<file path="src/rtl/dmem_pkg.sv">
// Shared types and constants for the data-memory responder.
// Read/write access counters are enabled by defining DMEM_ACCESS_CNT_EN.
package dmem_pkg;

    localparam int DATA_W = 16;
    localparam int ADDR_W = 16;
    localparam int WS_W   = 4;

    typedef enum logic [1:0] {
        IDLE,
        WAIT,
        RESP
    } dmem_state_t;

    function automatic logic [15:0] sat_inc(input logic [15:0] v);
        return (v == 16'hFFFF) ? v : v + 16'd1;
    endfunction

endpackage

</file>
<file path="src/rtl/dmem_wait_counter.sv">
// Loadable wait-state down-counter; zero flags the terminal count.
module dmem_wait_counter
    import dmem_pkg::*;
(
    input  logic            clk,
    input  logic            reset,
    input  logic            load,
    input  logic [WS_W-1:0] load_val,
    input  logic            dec,
    output logic            zero
);

    logic [WS_W-1:0] count;

    always_ff @(posedge clk or posedge reset) begin
        if (reset) begin
            count <= '0;
        end else if (load) begin
            count <= load_val;
        end else if (dec && (count != '0)) begin
            count <= count - 1'b1;
        end
    end

    assign zero = (count == '0);

endmodule

</file>
<file path="src/rtl/dmem_responder.sv">
// Data-memory responder: req/ack handshake, WAIT_STATES wait cycles, registered word array.
// Defining DMEM_ACCESS_CNT_EN adds saturating rd_count/wr_count outputs.
//
// state | meaning
// IDLE  | waiting for req; accepts and latches the request
// WAIT  | burning wait states on the down-counter
// RESP  | ack cycle; access was performed on entry, req ignored
module dmem_responder
    import dmem_pkg::*;
#(
    parameter int DEPTH_LOG2  = 8,
    parameter int WAIT_STATES = 1
) (
    input  logic              clk,
    input  logic              reset,
    input  logic              req,
    input  logic              we,
    input  logic [ADDR_W-1:0] addr,
    input  logic [DATA_W-1:0] wdata,
    output logic              ack,
    output logic [DATA_W-1:0] rdata,
    output logic              err,
    output logic              busy
`ifdef DMEM_ACCESS_CNT_EN
    ,
    output logic [15:0]       rd_count,
    output logic [15:0]       wr_count
`endif
);

    localparam int unsigned     MEM_WORDS = 1 << DEPTH_LOG2;
    localparam logic [WS_W-1:0] WS_LOAD   = WS_W'((WAIT_STATES > 0) ? WAIT_STATES - 1 : 0);

    dmem_state_t state, state_nxt;

    logic              accept;
    logic              enter_resp;
    logic              cnt_load;
    logic              cnt_dec;
    logic              cnt_zero;
    logic              we_l;
    logic [ADDR_W-1:0] addr_l;
    logic [DATA_W-1:0] wdata_l;
    logic              acc_we;
    logic [ADDR_W-1:0] acc_addr;
    logic [DATA_W-1:0] acc_wdata;
    logic              in_range;
    logic [DEPTH_LOG2-1:0] idx;

    logic [DATA_W-1:0] mem [MEM_WORDS];

    dmem_wait_counter u_wait_counter (
        .clk      (clk),
        .reset    (reset),
        .load     (cnt_load),
        .load_val (WS_LOAD),
        .dec      (cnt_dec),
        .zero     (cnt_zero)
    );

    always_ff @(posedge clk or posedge reset) begin
        if (reset) begin
            state <= IDLE;
        end else begin
            state <= state_nxt;
        end
    end

    always_comb begin
        state_nxt  = state;
        accept     = 1'b0;
        enter_resp = 1'b0;
        cnt_load   = 1'b0;
        cnt_dec    = 1'b0;
        case (state)
            IDLE: begin
                if (req) begin
                    accept = 1'b1;
                    if (WAIT_STATES == 0) begin
                        state_nxt  = RESP;
                        enter_resp = 1'b1;
                    end else begin
                        cnt_load  = 1'b1;
                        state_nxt = WAIT;
                    end
                end
            end
            WAIT: begin
                if (cnt_zero) begin
                    state_nxt  = RESP;
                    enter_resp = 1'b1;
                end else begin
                    cnt_dec = 1'b1;
                end
            end
            RESP:    state_nxt = IDLE;
            default: state_nxt = IDLE;
        endcase
    end

    // With zero wait states the access happens on the acceptance edge, before the latches update.
    assign acc_we    = accept ? we    : we_l;
    assign acc_addr  = accept ? addr  : addr_l;
    assign acc_wdata = accept ? wdata : wdata_l;
    assign in_range  = (32'(acc_addr) < MEM_WORDS);
    assign idx       = acc_addr[DEPTH_LOG2-1:0];

    always_ff @(posedge clk or posedge reset) begin
        if (reset) begin
            ack     <= 1'b0;
            err     <= 1'b0;
            busy    <= 1'b0;
            rdata   <= '0;
            we_l    <= 1'b0;
            addr_l  <= '0;
            wdata_l <= '0;
        end else begin
            ack <= enter_resp;
            err <= enter_resp && !in_range;
            if (accept) begin
                we_l    <= we;
                addr_l  <= addr;
                wdata_l <= wdata;
                busy    <= 1'b1;
            end else if (state == RESP) begin
                busy <= 1'b0;
            end
            if (enter_resp) begin
                if (!in_range) begin
                    rdata <= '0;
                end else if (!acc_we) begin
                    rdata <= mem[idx];
                end
            end
        end
    end

    // Array is deliberately not reset; an async reset leaves the FSM in IDLE so no write fires.
    always_ff @(posedge clk) begin
        if (enter_resp && acc_we && in_range) begin
            mem[idx] <= acc_wdata;
        end
    end

`ifdef DMEM_ACCESS_CNT_EN
    always_ff @(posedge clk or posedge reset) begin
        if (reset) begin
            rd_count <= '0;
            wr_count <= '0;
        end else if (enter_resp && in_range) begin
            if (acc_we) begin
                wr_count <= sat_inc(wr_count);
            end else begin
                rd_count <= sat_inc(rd_count);
            end
        end
    end
`endif

endmodule

</file>
<file path="config.mk">
export PLATFORM = sky130hd
export DESIGN_NAME = dmem_responder
export DESIGN_NICKNAME = d
export VERILOG_FILES = /design/src/rtl/dmem_pkg.sv /design/src/rtl/dmem_wait_counter.sv /design/src/rtl/dmem_responder.sv
export SDC_FILE = /design/constraint.sdc
export NUM_CORES = 2
export LEC_CHECK = 0
export CAP_MARGIN = 20
export CELL_PAD_IN_SITES_DETAIL_PLACEMENT = 0
export CELL_PAD_IN_SITES_GLOBAL_PLACEMENT = 1
export CORE_MARGIN = 2
export CORE_UTILIZATION = 48
export DETAILED_ROUTE_END_ITERATION = 7
export HOLD_SLACK_MARGIN = 0.03
export PLACE_DENSITY_LB_ADDON = 0.05
export SLEW_MARGIN = 40
export SYNTH_ARGS = -nofsm -noshare
export SYNTH_HDL_FRONTEND = slang
export SYNTH_SLANG_ARGS = --single-unit
</file>
<file path="constraint.sdc">
create_clock -name clk -period 6.4 [get_ports clk]
set_input_delay 0.64 -clock clk [delete_from_list [all_inputs] [get_ports clk]]
set_output_delay 0.64 -clock clk [all_outputs]
set_load 0.02 [all_outputs]
</file>
==> out/results.md <==
• register area share after synthesis: 0.760
• Placed Area: 177000 um^2
• CTS Buf Count: 435
• source of the worst register-to-register timing path: state[1]$_DFFE_PP0P_
• CTS clock-pin slew for the worst setup and hold paths: 0.06 ns
• Final Hold Violating Endpoints: 0
• total number of vias: 111682
• routability-driven placement congestion ratio: 1.03
• CTS tree: done
• crit path max fanout: 24
• standby leakage power: 65.0 nW
• Layout Utilization: 0.562
• Post-route DRC: 0
• post-layout power: 97.4 mW
• final-layout fill cell count: 27384
• Tot GR Track Use: 0.386
• CP required: 7.32 ns
• number of cells in the finished layout apart from fillers: 17449
• # IOs: 55
• Hold Path Class: in -> reg
• area of the core region: 340000 um^2
• clock network latency to the later pin of the worst-skew pair: 1.01 ns
• Clock H-tree levels: 5
• kind of launch point of the worst setup path: flip-flop
• run status: complete, no violations
• nets: 12555
• GRT overflow: 0
• Avg Inst Size Synth: 13.8 um^2
• Worst R2R Setup Slack: 0.66 ns
• Die Y: 588 um
• storage element area: 124000 um^2
• total die area: 346000 um^2
• cell area after synthesis: 164000 um^2
• number of global-route vias before repair: 102319
• final wirelength: 677 mm
• post-layout instance area: 191000 um^2
• slew at the pin closest to its max-slew limit: 1.08 ns
• depth of the worst register-to-register path: 13
• data arrival time of the critical path: 6.65 ns
• worst setup path endpoint: rdata[3]$_DFFE_PP0P_
• area of the multi-input gates: 37400 um^2
• final setup violation count: 0
• count of antenna-violating nets left after detailed routing: 0
• count of buffers inserted at the top-level ports: 54
• number of maximum-capacitance violations: 0
• most frequently used flop master after synthesis: edfxtp_1
• fraction of layout instances using a drive strength above 1: 0.150
• RSZ-0062 raised after global routing: false
• Syn Nets: 11905
• worst clock skew: 0.0436 ns
• number of enable-type register cells in the synthesized netlist: 4096
• Setup CP Type: reg -> reg
• Max VDD drop: 0.000508 V
• count of different cell masters after synthesis: 80
• post-detailed-placement half-perimeter wirelength: 433 mm
• reg-to-reg critical path endpoint: rdata[3]$_DFFE_PP0P_
• post-synthesis async set-or-reset flop share: 0.0140
• post-layout minimum cycle time: 5.74 ns
• worst-case clock buffer depth: 4
• cells after synthesis: 11867
• Area growth, synth to finish: 16.5%
• Achievable Freq: 174 MHz
• setup fix buffers added after clock tree synthesis: 0
• pin count of the biggest net entering global routing: 133
• first-pass GRT wire length: 906 mm
• Crit. End Element: flip-flop
• number of warnings reported in the yosys synthesis log: 0
• Cells after DPL: 16615
• initial core utilization: 0.482
• Clock Sinks: 4154
• number of synthesized register bits: 4154
• first-iteration detailed-routing DRC count: 17416
• crit path launch: state[1]$_DFFE_PP0P_
• cts repair resizes: 0
• number of antenna violations at the first check in global routing: 86
• routed length per placed instance: 38.8 um
• num rows: 214
• vias per cell: 6.40
• period utilization: 0.896
• number of pins with negative max-slew slack in the final report: 0
• cell area power density: 510 nW/um^2
• die width: 588 um
• root buf cell: clkbuf_16
• headroom to the max-slew limit: 0.272
• number of detailed-routing iterations run before antenna repair: 6
through the flow:
stage                     TNS [ns]  setup slack (ns)  hold slack [ns]
after global routing             0             0.848            0.237
after global placement       -2.25             -1.26            0.461
after CTS                        0             0.792            0.176
after detailed placement         0             0.347            0.465
after floorplan                  0             0.259            0.446
final                            0             0.665            0.224
layout by cell type (no fill, tap or decap), drive strengths merged, types with 18 or more instances in the layout:
cell / instances
edfxtp: 4096
o21ai: 79
a32oi: 225
mux2i: 475
o31ai: 26
nor4: 51
dfrtp: 58
a2111oi: 28
nand3: 1198
o22ai: 73
a311oi: 36
a21oi: 301
buf: 912
a221oi: 30
clkdlybuf4s50: 53
diode: 31
nor3: 38
o41ai: 21
and3: 99
bufinv: 43
clkbuf: 527
nand2: 3273
a22oi: 18
a211oi: 112
clkinv: 214
nand4: 103
nor2: 329
inv: 63
a31oi: 193
flip-flops by register name (all words and copies together), names as in the netlist:
| signal | cells |
|---|---|
| mem | 4096 |
| addr_l | 16 |
| rdata | 16 |
| wdata_l | 16 |
| u_wait_counter.count | 4 |
| state | 2 |
| ack | 1 |
| busy | 1 |
| err | 1 |
| we_l | 1 |
cells by family after synthesis:
group | Yosys count | synth area share
simple gates | 5159 | 0.133
flops | 4154 | 0.760
compound gates | 1245 | 0.0530
buf+inv | 810 | 0.0224
mux | 495 | 0.0313
xor+xnor | 2 | 0.000107
fa+ha+maj | 2 | 0.000153
synthesized netlist by cell type, drive strengths merged (8+ instances only):
master,n,share of area
nor3b,10,0.00046
buf,543,0.016
nor2b,12,0.00046
a311oi,36,0.0019
or4,8,0.00037
a22oi,18,0.00082
and3,99,0.0038
a211oi,112,0.0051
a31oi,193,0.0074
nor3,38,0.0012
a2111oi,28,0.0015
o2111ai,17,0.00091
a32oi,225,0.012
a41oi,9,0.00048
a21oi,301,0.0093
dfrtp,58,0.0089
nand2b,8,0.00031
a221oi,30,0.0016
o22ai,73,0.0028
clkbuf,211,0.0048
inv,56,0.0013
nand4,103,0.0039
o31ai,26,0.0012
edfxtp,4096,0.75
mux2,10,0.00071
o31a,8,0.00043
mux4,10,0.0014
mux2i,475,0.029
nor4,51,0.0019
o21ai,79,0.0024
o41ai,21,0.0012
nand3,1198,0.037
nand2,3273,0.075
a32o,17,0.0010
nor2,329,0.0076
power by group:
group	internal (mW)	switching, mW	leakage, nW
registers	34.6	0.320	37.9
clock network	14.4	10.8	6.86
logic	8.34	28.9	20.2
worst min-delay path by stage:
stage	start	end	slack, ns	depth (start not counted)
after floorplan	addr_l[9]$_DFF_PP0_	addr_l[9]$_DFF_PP0_	0.45	2
after global placement	addr_l[10]$_DFF_PP0_	addr_l[10]$_DFF_PP0_	0.46	2
after detailed placement	addr_l[8]$_DFF_PP0_	addr_l[8]$_DFF_PP0_	0.47	2
after CTS	addr[8]	addr_l[8]$_DFF_PP0_	0.18	3
after global routing	addr[14]	addr_l[14]$_DFF_PP0_	0.24	3
final	addr[8]	addr_l[8]$_DFF_PP0_	0.22	3
area by class of cell:
type / instances / area share
Antenna cell: 31 / 0.000407
Tap cell: 4536 / 0.0297
Clock buffer: 527 / 0.0599
Timing Repair Buffer: 967 / 0.0469
Sequential cell: 4154 / 0.652
Multi-Input combinational cell: 6903 / 0.196
Inverter: 56 / 0.00126
Clock inverter: 275 / 0.0134
worst max-delay path: stages, from the launching register on:
cell and delay, ns:
dfrtp_1 0.71, or3b_4 0.48, buf_4 0.46, mux2_4 0.44, buf_4 0.48, a2111oi_0 0.17
nor4_1 0.73, o22ai_1 0.23, nor4_2 0.69, nand4_1 0.24, buf_4 0.24, a2111oi_0 0.38
buf_4 0.19, a32o_1 0.16
metal layers:
layer / global-route usage / part of all wire
met4: 0.210 / 0.064
met5: 0 / 0.00020
met2: 0.561 / 0.43
met3: 0.101 / 0.12
met1: 0.531 / 0.39
timing repair:
| item | CTS | global route |
|---|---|---|
| endpoints found under the setup margin | 0 | 0 |
| endpoints found under the hold margin | 17 | 0 |
| hold buffers | 1 | 0 |
No activity file was read; power rests on OpenSTA's default activity.
